$ cat src/rtl/cpu_pkg.sv
// Shared definitions for the two-stage cpu_pipe core: opcodes, stage-1 states
// and instruction field positions.
package cpu_pkg;

  typedef logic [2:0] opcode_t;

  localparam opcode_t OP_ADD  = 3'b000;
  localparam opcode_t OP_AND  = 3'b001;
  localparam opcode_t OP_NAND = 3'b010;
  localparam opcode_t OP_OR   = 3'b011;
  localparam opcode_t OP_XOR  = 3'b100;
  localparam opcode_t OP_SGT  = 3'b101;
  localparam opcode_t OP_SLL  = 3'b110;
  localparam opcode_t OP_SRL  = 3'b111;

  typedef enum logic [1:0] {
    ST_EMPTY = 2'd0,
    ST_SHIFT = 2'd1,
    ST_EXEC  = 2'd2
  } state_t;

  // Field positions in units of RA_WIDTH, counted from the LSB.
  localparam int FLD_RS2  = 0;
  localparam int FLD_RS1  = 1;
  localparam int FLD_DEST = 2;
  localparam int FLD_OP   = 3;

  function automatic logic is_shift(opcode_t op);
    return (op == OP_SLL) || (op == OP_SRL);
  endfunction

endpackage

$ cat src/rtl/cpu_pipe_if.sv
// Instruction issue and writeback observation bundle for cpu_pipe.
interface cpu_pipe_if #(
  parameter int D_WIDTH   = 32,
  parameter int RA_WIDTH  = 5,
  parameter int INS_WIDTH = 18
);
  logic [INS_WIDTH-1:0] ins;
  logic                 ins_valid;
  logic                 ins_ready;
  logic                 wb_valid;
  logic [RA_WIDTH-1:0]  wb_addr;
  logic [D_WIDTH-1:0]   wb_data;

  modport master (output ins, ins_valid, input ins_ready, wb_valid, wb_addr, wb_data);
  modport slave  (input ins, ins_valid, output ins_ready, wb_valid, wb_addr, wb_data);
endinterface

$ cat src/rtl/cpu_shift_unit.sv
// Shift operand holder: either shifts one bit per cycle while the count runs
// down, or computes the full barrel result when the shift is accepted.
module cpu_shift_unit
  import cpu_pkg::*;
#(
  parameter int D_WIDTH    = 32,
  parameter int RA_WIDTH   = 5,
  parameter int SHIFT_ITER = 1
) (
  input  logic                clk,
  input  logic                rst_n,
  input  logic                start_i,
  input  logic                left_i,
  input  logic [D_WIDTH-1:0]  opnd_i,
  input  logic [RA_WIDTH-1:0] shamt_i,
  output logic                done_o,
  output logic [D_WIDTH-1:0]  result_o
);
  logic [D_WIDTH-1:0]  opnd_q, opnd_d;
  logic [RA_WIDTH-1:0] cnt_q, cnt_d;

  generate
    if (SHIFT_ITER != 0) begin : g_iter
      logic left_q;

      always_comb begin
        cnt_d  = cnt_q;
        opnd_d = opnd_q;
        if (start_i) begin
          cnt_d  = shamt_i;
          opnd_d = opnd_i;
        end else if (cnt_q != '0) begin
          cnt_d  = cnt_q - 1'b1;
          opnd_d = left_q ? (opnd_q << 1) : (opnd_q >> 1);
        end
      end

      always_ff @(posedge clk) begin
        if (start_i) left_q <= left_i;
      end
    end else begin : g_barrel
      always_comb begin
        cnt_d  = '0;
        opnd_d = opnd_q;
        if (start_i) begin
          if (32'(shamt_i) >= D_WIDTH) opnd_d = '0;
          else opnd_d = left_i ? (opnd_i << shamt_i) : (opnd_i >> shamt_i);
        end
      end
    end
  endgenerate

  always_ff @(posedge clk or negedge rst_n) begin
    if (!rst_n) cnt_q <= '0;
    else        cnt_q <= cnt_d;
  end

  always_ff @(posedge clk) begin
    opnd_q <= opnd_d;
  end

  // The last single-bit step lands on the edge where the count leaves 1.
  assign done_o   = (SHIFT_ITER == 0) || (cnt_q == RA_WIDTH'(1));
  assign result_o = opnd_q;

endmodule

$ cat src/rtl/cpu_pipe.sv
// Two-stage register-register core: issue reads operands (with distance-1
// forwarding), stage 1 executes and writes back on the following edge.
module cpu_pipe
  import cpu_pkg::*;
#(
  parameter int D_WIDTH    = 32,
  parameter int REG_CT     = 32,
  parameter int RA_WIDTH   = $clog2(REG_CT),
  parameter int OP_WIDTH   = 3,
  parameter int INS_WIDTH  = OP_WIDTH + 3 * RA_WIDTH,
  parameter int SHIFT_ITER = 1
) (
  input  logic                clk,
  input  logic                rst_n,
  cpu_pipe_if.slave           bus,
  input  logic [RA_WIDTH-1:0] dbg_addr,
  output logic [D_WIDTH-1:0]  dbg_data
);
  logic [D_WIDTH-1:0] regs_q [REG_CT];

  state_t              state_q, state_d;
  opcode_t             op_q;
  logic [RA_WIDTH-1:0] dest_q;
  logic [D_WIDTH-1:0]  a_q, b_q;
  logic                wb_valid_q;
  logic [RA_WIDTH-1:0] wb_addr_q;
  logic [D_WIDTH-1:0]  wb_data_q;

  opcode_t             in_op;
  logic [RA_WIDTH-1:0] in_dest, in_rs1, in_rs2;
  logic [D_WIDTH-1:0]  opa, opb, result, sh_result;
  logic                ready_c, accept, retire, sh_done;

  function automatic logic [D_WIDTH-1:0] alu(opcode_t op, logic [D_WIDTH-1:0] a,
                                             logic [D_WIDTH-1:0] b);
    case (op)
      OP_ADD:  return a + b;
      OP_AND:  return a & b;
      OP_NAND: return ~(a & b);
      OP_OR:   return a | b;
      OP_XOR:  return a ^ b;
      OP_SGT:  return (a > b) ? D_WIDTH'(1) : '0;
      default: return '0;
    endcase
  endfunction

  assign in_op   = opcode_t'(bus.ins[FLD_OP*RA_WIDTH +: OP_WIDTH]);
  assign in_dest = bus.ins[FLD_DEST*RA_WIDTH +: RA_WIDTH];
  assign in_rs1  = bus.ins[FLD_RS1*RA_WIDTH +: RA_WIDTH];
  assign in_rs2  = bus.ins[FLD_RS2*RA_WIDTH +: RA_WIDTH];

  assign retire = (state_q == ST_EXEC);
  assign accept = bus.ins_valid && ready_c;
  assign result = is_shift(op_q) ? sh_result : alu(op_q, a_q, b_q);

  // The instruction retiring this cycle overrides the stale register file.
  assign opa = (retire && dest_q == in_rs1) ? result : regs_q[in_rs1];
  assign opb = (retire && dest_q == in_rs2) ? result : regs_q[in_rs2];

  cpu_shift_unit #(
    .D_WIDTH   (D_WIDTH),
    .RA_WIDTH  (RA_WIDTH),
    .SHIFT_ITER(SHIFT_ITER)
  ) u_shift (
    .clk     (clk),
    .rst_n   (rst_n),
    .start_i (accept && is_shift(in_op)),
    .left_i  (in_op == OP_SLL),
    .opnd_i  (opa),
    .shamt_i (in_rs2),
    .done_o  (sh_done),
    .result_o(sh_result)
  );

  always_comb begin
    state_d = state_q;
    ready_c = 1'b1;
    case (state_q)
      ST_SHIFT: begin
        ready_c = 1'b0;
        if (sh_done) state_d = ST_EXEC;
      end
      default: begin
        if (bus.ins_valid) begin
          if (is_shift(in_op) && SHIFT_ITER != 0 && in_rs2 != '0) state_d = ST_SHIFT;
          else state_d = ST_EXEC;
        end else begin
          state_d = ST_EMPTY;
        end
      end
    endcase
  end

  always_ff @(posedge clk or negedge rst_n) begin
    if (!rst_n) begin
      state_q    <= ST_EMPTY;
      wb_valid_q <= 1'b0;
      wb_addr_q  <= '0;
      wb_data_q  <= '0;
      for (int i = 0; i < REG_CT; i++) regs_q[i] <= '0;
    end else begin
      state_q    <= state_d;
      wb_valid_q <= retire;
      if (retire) begin
        regs_q[dest_q] <= result;
        wb_addr_q      <= dest_q;
        wb_data_q      <= result;
      end
    end
  end

  always_ff @(posedge clk) begin
    if (accept) begin
      op_q   <= in_op;
      dest_q <= in_dest;
      a_q    <= opa;
      b_q    <= opb;
    end
  end

  assign bus.ins_ready = ready_c;
  assign bus.wb_valid  = wb_valid_q;
  assign bus.wb_addr   = wb_addr_q;
  assign bus.wb_data   = wb_data_q;
  assign dbg_data      = regs_q[dbg_addr];

endmodule

$ cat src/flat_wrapper.sv
// flat-port wrapper written by rule: the top's interface ports become plain ports
module cpu_pipe_flat import cpu_pkg::*;
#(
  parameter int D_WIDTH    = 32,
  parameter int REG_CT     = 32,
  parameter int RA_WIDTH   = $clog2(REG_CT),
  parameter int OP_WIDTH   = 3,
  parameter int INS_WIDTH  = OP_WIDTH + 3 * RA_WIDTH,
  parameter int SHIFT_ITER = 1
)
  (clk, rst_n, dbg_addr, dbg_data, bus_ins, bus_ins_valid, bus_ins_ready, bus_wb_valid, bus_wb_addr, bus_wb_data);
  cpu_pipe_if #(.D_WIDTH(D_WIDTH), .RA_WIDTH(RA_WIDTH), .INS_WIDTH(INS_WIDTH)) bus_i ();
  input  logic clk;
  input  logic rst_n;
  input  logic [RA_WIDTH-1:0] dbg_addr;
  output logic [D_WIDTH-1:0] dbg_data;
  input wire logic [$bits(bus_i.ins)-1:0] bus_ins;
  input wire logic [$bits(bus_i.ins_valid)-1:0] bus_ins_valid;
  output wire logic [$bits(bus_i.ins_ready)-1:0] bus_ins_ready;
  output wire logic [$bits(bus_i.wb_valid)-1:0] bus_wb_valid;
  output wire logic [$bits(bus_i.wb_addr)-1:0] bus_wb_addr;
  output wire logic [$bits(bus_i.wb_data)-1:0] bus_wb_data;
  assign bus_i.ins = bus_ins;
  assign bus_i.ins_valid = bus_ins_valid;
  assign bus_ins_ready = bus_i.ins_ready;
  assign bus_wb_valid = bus_i.wb_valid;
  assign bus_wb_addr = bus_i.wb_addr;
  assign bus_wb_data = bus_i.wb_data;
  cpu_pipe #(.D_WIDTH(D_WIDTH), .REG_CT(REG_CT), .RA_WIDTH(RA_WIDTH), .OP_WIDTH(OP_WIDTH), .INS_WIDTH(INS_WIDTH), .SHIFT_ITER(SHIFT_ITER)) u_core (.clk(clk), .rst_n(rst_n), .bus(bus_i), .dbg_addr(dbg_addr), .dbg_data(dbg_data));
endmodule
$ cat config.mk
export PLATFORM = sky130hd
export DESIGN_NAME = cpu_pipe_flat
export DESIGN_NICKNAME = d
export VERILOG_FILES = /design/src/rtl/cpu_pkg.sv /design/src/rtl/cpu_pipe_if.sv /design/src/rtl/cpu_shift_unit.sv /design/src/rtl/cpu_pipe.sv /design/src/flat_wrapper.sv
export SDC_FILE = /design/constraint.sdc
export NUM_CORES = 2
export LEC_CHECK = 0
export CAP_MARGIN = 25
export CORE_MARGIN = 2
export CORE_UTILIZATION = 30
export DETAILED_ROUTE_END_ITERATION = 8
export GPL_TIMING_DRIVEN = 0
export HOLD_SLACK_MARGIN = 0.1
export SETUP_SLACK_MARGIN = 0.15
export SLEW_MARGIN = 25
export SYNTH_ARGS = -nofsm -noshare
export SYNTH_HDL_FRONTEND = slang
export SYNTH_HIERARCHICAL = 1
export SYNTH_SLANG_ARGS = --single-unit
$ cat constraint.sdc
create_clock -name clk -period 3.2 [get_ports clk]
set_input_delay 0.48 -clock clk [delete_from_list [all_inputs] [get_ports clk]]
set_output_delay 0.48 -clock clk [all_outputs]
set_load 0.01 [all_outputs]
==> results_dict.tcl <==
set metrics [dict create \
    status "finished with violations" \
    violations "hold timing, setup timing" \
    drt-pass1-iter-count 9 \
    htreeDepth 4 \
    drtIter0Drc 10800 \
    dp_hpwl_um 255000 \
    setup_viol 225 \
    num-fill-cells 22600 \
    grt_pass1_wl_um 475000 \
    min_period_ps 3430 \
    timing.final.crit_share 1.07 \
    clockBufferDepth 3 \
    holdWs_ps -275 \
    grt_max_degree 122 \
    drcViolationCount 0 \
    slew_viol_final 0 \
    clk_pin_slew_ps 60 \
    max_freq_mhz 292 \
    ys_warn_count 6 \
    synthSimpleGateAreaFrac 0.0812 \
    synth.most_common_cell "dfrtp_1" \
    antenna_left 0 \
    grt_pass1_vias 61800 \
    vdd_drop_max_v 0.000632 \
    final_nets 6961 \
    synthMuxAreaShare 0.326 \
    root_buffer "clkbuf_16" \
    final_area_sq_um 93400 \
    area_delta_synth_final_pct 29.4 \
    synthDistinctLibCells 91 \
    syn_inst 6141 \
    startpoint_type "flop" \
    core_area_sq_um 240000 \
    met2_usage 0.401 \
    synth_edf_count 105 \
    critPathRequiredTime_ps 2720 \
    ys_seq_area_frac 0.414 \
    wire_per_inst_um 34.9 \
    netlist_top_cells_count "dfrtp_1, nand2_1, mux4_2, o21ai_0, clkbuf_1" \
    port_buffers 87 \
    numCtsBuffers 138 \
    ios 97 \
    cts_tree "yes" \
    setup_slack_ps -228 \
    track_usage 0.277 \
    synthXorXnorAreaFrac 0.00218 \
    min_path_type "input port to asynchronous set/reset pin" \
    ys_ff_latch 1174 \
    finClkSkew_ps 65.9 \
    maxCapViolCount 0 \
    drt_wl_total_um 354000 \
    rsz0062_at_grt "yes" \
    crit_path_end_kind "primary output" \
    synth.top_cells.by_area "dfrtp_1, mux4_2, o21ai_0, nand2_1, edfxtp_1" \
    grt_busiest_layer "met2" \
    synth_area_sq_um 72200 \
    cts.sinks 1174 \
    die_w_um 494 \
    clock_latency_ps 850 \
    synth_compound_area_frac 0.118 \
    synth_largest_area_cell "dfrtp_1" \
    antenna_found_initial 20 \
    die_area_sq_um 244000 \
    synth_top_family_by_area "multiplexers" \
    fp.dieH_um 494 \
    synth_top_area_frac 0.371 \
    placed_area_sq_um 78000 \
    critPathArrivalTime_ps 2950 \
    critPathKind "flop to primary output" \
    synth-adder-area-share 0.0173 \
    synthFlopType "dfrtp_1" \
    met3_usage 0.133 \
    rows 180 \
    place.gp.congestion 1.01 \
    globalRoute.totalOverflow 0 \
    power.static_leakage_nw 37.6 \
    syn_avg_cell_area_sq_um 11.8 \
    final_hold_viol_count 117 \
    drive_above_1_share 0.416 \
    tightest_slew_ps 1220 \
    syn-num-nets 6266 \
    critical_path_peak_fanout 2 \
    vias 64800 \
    start_util 0.301 \
    grtUsageMet1 0.330 \
    ys_async_sr_fraction 0.911 \
    via_per_inst 6.39 \
    slew_headroom 0.184 \
    p_per_area_nw_per_um2 878 \
]
[power by group]
| group | switching (mW) | internal, mW |
|---|---|---|
| Sequential | 5.86 | 21.0 |
| Combinational | 19.8 | 19.1 |
| Clock | 6.98 | 9.30 |
| Total | 32.6 | 49.4 |
[stage by stage]
stage | setup slack [ps] | util | setup TNS [ps] | cells | power (mW)
floorplan | 157 | - | 0 | 6141 | 42.8
global placement | -47530 | 0.321 | - | 9413 | 53.0
detailed placement | -2190 | 0.325 | -788210 | 9446 | 54.3
CTS | -177 | 0.369 | -7450 | 9952 | 75.6
global route | -246 | 0.389 | -25740 | 10100 | 84.6
finish | -228 | 0.389 | -15360 | 10100 | 82.0
[final timing paths]
kind	startpoint	endpoint	slack (ps)	depth (start not counted)
worst min register to register	u_core/bus.wb_data[23]	u_core/bus.wb_data[23]	470	2
max in group asynchronous	rst_n	u_core/regs_q[999]	670	6
min in group clk	bus_ins[0]	u_core/u_shift/cnt_q[0]	150	3
worst max register to register	u_core/b_q[0]	u_core/b_q[28]	-180	13
worst max-delay path	u_core/regs_q[533]	dbg_data[21]	-230	4
worst min-delay path	rst_n	u_core/regs_q[190]	-270	2
[layout make-up]
cell class	count	area [sq um]	area share
Buffer	645	4850	0.0519
Multi-Input combinational cell	4225	43200	0.463
Inverter	94	355	0.00380
Tap cell	3185	3990	0.0427
Sequential cell	1174	29900	0.320
Timing Repair Buffer	558	6470	0.0693
Clock inverter	49	632	0.00676
Clock buffer	195	3940	0.0422
Antenna cell	11	27.5	0.000295
[worst max-delay path: stages (launching register included)]
cell and delay (ps):
dfrtp_1 390, mux4_2 550, mux4_2 670, mux2_4 370, buf_6 130
[sequential cells by signal, indices dropped and copies added, names as in the netlist, 2 cells and up]
name and cells:
u_core/bus.wb_addr 5, u_core/u_shift/result_o 32, u_core/a_q 32, u_core/b_q 32
u_core/bus.wb_data 32, u_core/u_shift/cnt_q 5, u_core/state_q 2, u_core/op_q 3
u_core/regs_q 1024, u_core/dest_q 5
[timing repair]
item,in CTS,in global routing
pin swaps,121,304
buffers inserted,254,138
gates cloned,10,35
endpoints found under the setup margin,1184,1015
endpoints found under the hold margin,117,117
gates resized for setup,1170,1038
[per-layer routing]
layer,up-vias,part of all wire
met5,-,0.00099
met4,24,0.073
met3,1427,0.16
met2,5522,0.43
met1,33100,0.34
li1,24700,-
[cell families (layout without fill, tap and decap cells)]
logic type	Yosys count	in the layout
AOI/OAI and AO/OA	1514	1514
xor gates and xnor gates	18	18
adders and majority gates	99	99
buffers and inverters	742	1541
DFF	1174	1174
muxes	1137	1137
other	0	11
and+or+nand+nor	1457	1457
[cells in the final DEF, fill, tap and decap left out, drive strengths merged, types with 21 or more instances in the layout]
| cell type | instances |
|---|---|
| o31ai | 82 |
| a21oi | 228 |
| mux2i | 92 |
| nor2 | 277 |
| dfrtp | 1069 |
| a211oi | 22 |
| o21ai | 951 |
| a31oi | 113 |
| inv | 100 |
| clkdlybuf4s50 | 53 |
| ha | 98 |
| mux4 | 960 |
| clkinv | 28 |
| nor2b | 24 |
| mux2 | 85 |
| edfxtp | 105 |
| buf | 697 |
| nand2 | 1027 |
| clkbuf | 645 |
| nand3 | 21 |
| nor3 | 25 |
Power figures use the tool's default switching activity.
